[config.mk]
export PLATFORM = sky130hd
export DESIGN_NAME = io_bridge_flat
export DESIGN_NICKNAME = d
export VERILOG_FILES = /design/src/rtl/io_bridge_pkg.sv /design/src/rtl/io_bridge_if.sv /design/src/rtl/io_bridge_sw_debounce.sv /design/src/rtl/io_bridge.sv /design/src/flat_wrapper.sv
export SDC_FILE = /design/constraint.sdc
export NUM_CORES = 1
export LEC_CHECK = 0
export CORE_ASPECT_RATIO = 0.5
export CORE_UTILIZATION = 35
export CTS_BUF_LIST = sky130_fd_sc_hd__clkbuf_4 sky130_fd_sc_hd__clkbuf_8
export CTS_CLUSTER_DIAMETER = 120
export DETAILED_ROUTE_END_ITERATION = 7
export SETUP_SLACK_MARGIN = 0.05
export SKIP_CTS_REPAIR_TIMING = 1
export SYNTH_ARGS = -nofsm -noshare
export SYNTH_HDL_FRONTEND = slang
export SYNTH_SLANG_ARGS = --single-unit
[constraint.sdc]
create_clock -name clk -period 3.35 [get_ports clk]
set_input_delay 0.5025 -clock clk [delete_from_list [all_inputs] [get_ports clk]]
set_output_delay 0.5025 -clock clk [all_outputs]
set_load 0.02 [all_outputs]
[src/rtl/io_bridge_pkg.sv]
// Shared bus encodings, register map and 7-segment glyph table for the I/O bridge.
package io_bridge_pkg;

   localparam int unsigned DATA_W = 16;
   localparam int unsigned ADDR_W = 9;
   localparam int unsigned SW_W   = 8;
   localparam int unsigned SEG_W  = 7;
   localparam int unsigned NIB_W  = 4;

   typedef enum logic [1:0] {
      CMD_IDLE = 2'b00,
      MREAD    = 2'b01,
      MWRITE   = 2'b10,
      CMD_RSVD = 2'b11
   } mem_cmd_e;

   localparam logic [ADDR_W-1:0] IO_LED    = 9'h100;
   localparam logic [ADDR_W-1:0] IO_HEX    = 9'h120;
   localparam logic [ADDR_W-1:0] IO_SW     = 9'h140;
   localparam logic [ADDR_W-1:0] IO_STATUS = 9'h160;
   localparam logic [ADDR_W-1:0] IO_CNT    = 9'h180;

   // Active-low segments {g,f,e,d,c,b,a}
   function automatic logic [SEG_W-1:0] seg7(input logic [NIB_W-1:0] nib);
      seg7 = 7'b1111111;
      case (nib)
         4'h0: seg7 = 7'b1000000;
         4'h1: seg7 = 7'b1111001;
         4'h2: seg7 = 7'b0100100;
         4'h3: seg7 = 7'b0110000;
         4'h4: seg7 = 7'b0011001;
         4'h5: seg7 = 7'b0010010;
         4'h6: seg7 = 7'b0000010;
         4'h7: seg7 = 7'b1111000;
         4'h8: seg7 = 7'b0000000;
         4'h9: seg7 = 7'b0010000;
         4'hA: seg7 = 7'b0001000;
         4'hB: seg7 = 7'b0000011;
         4'hC: seg7 = 7'b1000110;
         4'hD: seg7 = 7'b0100001;
         4'hE: seg7 = 7'b0000110;
         4'hF: seg7 = 7'b0001110;
         default: seg7 = 7'b1111111;
      endcase
   endfunction

endpackage

[src/rtl/io_bridge_if.sv]
// CPU memory-bus signals shared between the CPU side and the I/O bridge.
interface io_bridge_if;

   io_bridge_pkg::mem_cmd_e mem_cmd;
   logic [8:0]              mem_addr;
   logic [15:0]             din;
   logic [15:0]             dout;
   logic                    dout_en;

   modport master (
      output mem_cmd, mem_addr, din,
      input  dout, dout_en
   );

   modport slave (
      input  mem_cmd, mem_addr, din,
      output dout, dout_en
   );

endinterface

[src/rtl/io_bridge_sw_debounce.sv]
// Two-flop synchronizer plus whole-word debounce for the slide switches.
module sw_debounce
   import io_bridge_pkg::*;
#(
   parameter int unsigned DB_CYCLES = 4
) (
   input  logic            clk,
   input  logic            reset,
   input  logic [SW_W-1:0] i_sw,
   output logic [SW_W-1:0] o_stable,
   output logic            o_changed_c
);

   localparam int unsigned CNT_W = 8;

   logic [SW_W-1:0]  r_sync1;
   logic [SW_W-1:0]  r_sync2;
   logic [SW_W-1:0]  r_sync_q;
   logic [SW_W-1:0]  r_stable;
   logic [CNT_W-1:0] r_db_cnt;

   logic             w_differs;
   logic             w_restart;
   logic [CNT_W-1:0] w_cnt_eff;
   logic             w_accept;

   // A fresh value on the synchronized word counts as the first cycle of a new run
   assign w_differs   = (r_sync2 != r_stable);
   assign w_restart   = (r_sync2 != r_sync_q);
   assign w_cnt_eff   = w_restart ? '0 : r_db_cnt;
   assign w_accept    = w_differs && (w_cnt_eff == CNT_W'(DB_CYCLES - 1));
   assign o_stable    = r_stable;
   assign o_changed_c = w_accept;

   always_ff @(posedge clk) begin
      if (!reset) begin
         r_sync1  <= '0;
         r_sync2  <= '0;
         r_sync_q <= '0;
         r_stable <= '0;
         r_db_cnt <= '0;
      end else begin
         r_sync1  <= i_sw;
         r_sync2  <= r_sync1;
         r_sync_q <= r_sync2;
         if (!w_differs) begin
            r_db_cnt <= '0;
         end else if (w_accept) begin
            r_stable <= r_sync2;
            r_db_cnt <= '0;
         end else begin
            r_db_cnt <= w_cnt_eff + CNT_W'(1);
         end
      end
   end

endmodule

[src/rtl/io_bridge.sv]
// Memory-mapped LED/HEX/switch/counter peripheral living in the upper half of the bus address space.
module io_bridge
   import io_bridge_pkg::*;
#(
   parameter int unsigned DB_CYCLES = 4
) (
   input  logic             clk,
   input  logic             reset,
   io_bridge_if.slave       bus,
   input  logic [SW_W-1:0]  sw,
   output logic [SW_W-1:0]  ledr,
   output logic [SEG_W-1:0] hex0,
   output logic [SEG_W-1:0] hex1,
   output logic [SEG_W-1:0] hex2,
   output logic [SEG_W-1:0] hex3
);

   logic [SW_W-1:0]   r_ledr;
   logic [DATA_W-1:0] r_hex;
   logic [DATA_W-1:0] r_cnt;
   logic              r_sw_chg;
   logic [DATA_W-1:0] r_dout;
   logic              r_dout_en;

   logic              w_rd;
   logic              w_wr;
   logic              w_rd_hit;
   logic [DATA_W-1:0] w_rd_data;
   logic [SW_W-1:0]   w_sw_stable;
   logic              w_sw_changed;

   sw_debounce #(
      .DB_CYCLES (DB_CYCLES)
   ) u_sw_debounce (
      .clk         (clk),
      .reset       (reset),
      .i_sw        (sw),
      .o_stable    (w_sw_stable),
      .o_changed_c (w_sw_changed)
   );

   assign w_rd = (bus.mem_cmd == MREAD)  && bus.mem_addr[ADDR_W-1];
   assign w_wr = (bus.mem_cmd == MWRITE) && bus.mem_addr[ADDR_W-1];

   // Read mux; unmapped addresses return zero and do not claim the bus
   always_comb begin
      w_rd_data = '0;
      w_rd_hit  = 1'b0;
      case (bus.mem_addr)
         IO_LED:    begin w_rd_data = {8'h00, r_ledr};      w_rd_hit = 1'b1; end
         IO_HEX:    begin w_rd_data = r_hex;                w_rd_hit = 1'b1; end
         IO_SW:     begin w_rd_data = {8'h00, w_sw_stable}; w_rd_hit = 1'b1; end
         IO_STATUS: begin w_rd_data = {15'b0, r_sw_chg};    w_rd_hit = 1'b1; end
         IO_CNT:    begin w_rd_data = r_cnt;                w_rd_hit = 1'b1; end
         default:   begin w_rd_data = '0;                   w_rd_hit = 1'b0; end
      endcase
   end

   always_ff @(posedge clk) begin
      if (!reset) begin
         r_ledr    <= '0;
         r_hex     <= '0;
         r_cnt     <= '0;
         r_sw_chg  <= 1'b0;
         r_dout    <= '0;
         r_dout_en <= 1'b0;
      end else begin
         if (w_wr && (bus.mem_addr == IO_LED)) r_ledr <= bus.din[SW_W-1:0];
         if (w_wr && (bus.mem_addr == IO_HEX)) r_hex  <= bus.din;
         r_cnt <= (w_wr && (bus.mem_addr == IO_CNT)) ? bus.din : r_cnt + DATA_W'(1);
         // A new debounced value beats a simultaneous STATUS clear
         if (w_sw_changed) begin
            r_sw_chg <= 1'b1;
         end else if (w_rd && (bus.mem_addr == IO_STATUS)) begin
            r_sw_chg <= 1'b0;
         end
         if (w_rd) r_dout <= w_rd_data;
         r_dout_en <= w_rd && w_rd_hit;
      end
   end

   assign bus.dout    = r_dout;
   assign bus.dout_en = r_dout_en;
   assign ledr        = r_ledr;
   assign hex0        = seg7(r_hex[3:0]);
   assign hex1        = seg7(r_hex[7:4]);
   assign hex2        = seg7(r_hex[11:8]);
   assign hex3        = seg7(r_hex[15:12]);

endmodule
[src/flat_wrapper.sv]
// flat-port wrapper written by rule: the top's interface ports become plain ports
module io_bridge_flat import io_bridge_pkg::*;
#(
   parameter int unsigned DB_CYCLES = 4
)
  (clk, reset, sw, ledr, hex0, hex1, hex2, hex3, bus_mem_cmd, bus_mem_addr, bus_din, bus_dout, bus_dout_en);
  io_bridge_if bus_i ();
  input  logic clk;
  input  logic reset;
  input  logic [SW_W-1:0] sw;
  output logic [SW_W-1:0] ledr;
  output logic [SEG_W-1:0] hex0;
  output logic [SEG_W-1:0] hex1;
  output logic [SEG_W-1:0] hex2;
  output logic [SEG_W-1:0] hex3;
  input wire logic [$bits(bus_i.mem_cmd)-1:0] bus_mem_cmd;
  input wire logic [$bits(bus_i.mem_addr)-1:0] bus_mem_addr;
  input wire logic [$bits(bus_i.din)-1:0] bus_din;
  output wire logic [$bits(bus_i.dout)-1:0] bus_dout;
  output wire logic [$bits(bus_i.dout_en)-1:0] bus_dout_en;
  assign bus_i.mem_cmd = bus_mem_cmd;
  assign bus_i.mem_addr = bus_mem_addr;
  assign bus_i.din = bus_din;
  assign bus_dout = bus_i.dout;
  assign bus_dout_en = bus_i.dout_en;
  io_bridge #(.DB_CYCLES(DB_CYCLES)) u_core (.clk(clk), .reset(reset), .bus(bus_i), .sw(sw), .ledr(ledr), .hex0(hex0), .hex1(hex1), .hex2(hex2), .hex3(hex3));
endmodule
==> reports/metrics.yaml <==
critical_path_class: "primary input to register"
cts_made_buffers: 17
grt_pass1_wl_um: 25070
rows: 34
gp_congestion: 0.8830
synthSimpleGateAreaFrac_pct: 18.80
io_buffers: 89
mostFrequentLayoutCells: "dfxtp_1 (126), clkdlybuf4s50_1 (88), nand2_1 (86), nor2_1 (66), mux2i_1 (56)"
reg2reg_to: "u_core.u_sw_debounce.o_stable[4]"
drv_slew: 0
clock_skew_ps: 17.34
synth_compound_area_share_pct: 14.35
first_pass_iters: 5
die_area_um2: 18330
holdPathEnd: "u_core.u_sw_debounce.r_sync2[5]"
track_usage_pct: 17.69
finalHoldViolCount: 0
synth_edf_count: 0
worst_slew_pin_slew_ps: 860.4
fillers: 1731
mostFrequentLayoutCell: "dfxtp_1"
worstSetupStartpointType: "primary input"
synth_seq_area_share_pct: 40.57
multi_input_area_um2: 3378
synthMuxAreaShare_pct: 10.87
vdd_drop_max_uv: 230.0
slew_headroom_pct: 42.58
status: "complete, no violations"
finalCritPeriodShare_pct: 83.95
cts.reportedPaths.clkPinSlew_ps: 80
synth_top_family_by_area: "simple AND/OR/NAND/NOR gates"
cp_max_fo: 7
grt.busiest_layer: "met2"
drc: 0
htree_levels: 4
antenna-diode-count: 0
synth_xor_xnor_area_share_pct: 5.071
routed_wl_um: 15980
hold_path.class: "register to register"
die_h_um: 96.25
grt_start_max_net_pins: 41
synthFlopType: "dfxtp_1"
reg2reg_depth: 8
synth-async-reset-ratio_pct: 0
drt-vias-per-instance: 4.988
timing.fmax_ghz: 0.3556
synthesis.nets: 765
synth.distinct_cells: 50
worst_ep_arrival_time_ps: 3170
rsz0062_at_grt: "no"
fp.coreArea_um2: 17360
pin_count: 90
clockRootBuffer: "clkbuf_8"
cts_tree: "built"
first_global_vias: 4848
met1_usage_pct: 24.43
setup_viol: 0
wire_per_inst_um: 15.37
antenna_found_initial: 0
use_met3_pct: 3.463
max_cap_viol_count: 0
critPathCaptureType: "register"
cts.sinks: 126
min_path_cells: 1
yosys_warnings: 0
fin_nets: 856
dp_slack_ps: 112.1
area_growth_pct: 25.48
required_ps: 3700
power_density_nw_per_um2: 402.0
worst_slack_ps: 537.6
layout-drive-gt1-share_pct: 9.801
holdWs_ps: 434.5
synthCells: 702
rrSetupSlack_ps: 860
detail-route-antenna-nets: 0
vias: 5187
regArea_um2: 2522
use_met2_pct: 28.18
min_period_ps: 2812
start_util_pct: 35.82
clock_latency_ps: 430
drtIter0Drc: 365
die_w_um: 190.5
r2r_start: "u_core.u_sw_debounce.r_sync2[4]"
syn-cell-area_um2: 6217
grt_overflow: 0
tns_ps: 0
syn_avg_cell_area_um2: 8.856
synth-adder-area-share_pct: 5.232
power.leakage_nw: 2.902
clock_path_buffers: 2
hp-start: "u_core.u_sw_debounce.r_sync1[5]"
dp_hpwl_um: 11700
ys_ff_latch: 126
## area by class of cell
class,instances,share of cell area (%)
Clock buffer,23,3.897
Clock inverter,9,1.700
Inverter,36,1.732
Multi-Input combinational cell,503,43.30
Sequential cell,126,32.33
Tap cell,234,3.753
Timing Repair Buffer,109,13.28
## worst max path at each step
stage	startpoint	to	slack (ps)	cells past startpoint
after floorplan	bus_mem_addr[6]	u_core.hex2[6]	680	11
after global placement	bus_mem_addr[4]	u_core.hex2[5]	200	8
after detailed placement	bus_mem_addr[4]	u_core.hex0[4]	110	11
after CTS	bus_mem_addr[4]	u_core.hex0[4]	550	11
after global routing	bus_mem_cmd[0]	u_core.hex0[4]	300	11
final	bus_mem_addr[4]	u_core.hex3[4]	540	10
## power breakdown
group	internal [W]	leakage (nW)	switching (W)	total, W
Clock	0.000833	0.219	0.000594	0.00143
Sequential	0.00151	1.02	0.0000112	0.00153
Combinational	0.0000818	1.66	0.000102	0.000184
Total	0.00243	2.90	0.000707	0.00314
## kinds of logic (layout without fill, tap and decap cells)
logic type      after synthesis  in the layout
flops                       126            126
xor+xnor                     36             36
compound gates              130            130
mux                          64             64
fa+ha+maj                    26             26
simple gates                247            247
buf+inv                      73            177
## flip-flops by register name, indices dropped and copies added, names as in the netlist
name and flops:
u_core.u_sw_debounce.r_db_cnt 8, u_core.ledr 8, u_core.u_sw_debounce.r_sync_q 8, u_core.hex0 7, u_core.bus.dout 16, u_core.u_sw_debounce.r_sync1 8
u_core.bus.dout_en 1, u_core.r_cnt 16, u_core.hex1 7, u_core.r_sw_chg 1, u_core.u_sw_debounce.o_stable 8, u_core.hex3 7
u_core.u_sw_debounce.r_sync2 8, u_core.hex2 7, u_core.r_hex 16
## cells in the mapped netlist, types with 3 or more instances
cell,n,area [um^2]
dfxtp_1,126,2522
nand2_1,86,322.8
nor2_1,66,247.7
mux2i_1,56,560.5
o21ai_0,38,190.2
inv_1,33,123.9
a21oi_1,26,130.1
ha_1,26,325.3
clkbuf_1,23,86.33
and2_1,20,125.1
nand3_1,19,95.09
xor2_1,19,166.4
xnor2_1,17,148.9
a211oi_1,16,120.1
nor3_1,11,55.05
a22oi_1,8,60.06
and3_1,8,50.05
nand2b_1,8,50.05
a2bb2oi_1,7,61.31
nand4_1,7,43.79
o22ai_1,7,43.79
a31oi_1,6,37.54
nor2b_1,6,37.54
buf_2,5,25.02
o2bb2ai_1,5,43.79
a2111oi_2,4,60.06
buf_1,4,15.01
mux2i_2,4,55.05
nor4_1,4,25.02
o21ai_1,4,20.02
a31oi_4,3,63.81
buf_6,3,33.78
inv_2,3,11.26
mux2_2,3,33.78
o31ai_2,3,37.54
## per-stage QoR
step           total power, W  std cells  area, um^2  utilization, %
2_1_floorplan        0.001653        702        6217               -
3_3_place_gp         0.001740       1008        7365           42.43
3_5_place_dp         0.001742       1008        7365           42.43
4_1_cts              0.003177       1040        7801           44.95
5_1_grt              0.003262       1040        7801           44.95
6_report             0.003136       1040        7801           44.95
## metal layers
metal,up-vias,routed length (um)
met1,2471,8114
met3,10,686
met5,-,0
li1,2592,-
met4,0,108
met2,114,7071
## critical path, cell delays in order
cell	delay [ps]
clkdlybuf4s50_1	410
nor4b_2	450
and3_2	400
buf_4	210
mux2i_1	240
nor2_1	130
ha_1	290
a211oi_1	240
o21ai_0	120
o22ai_1	170
Note: power is estimated with default switching activity, not from simulation.
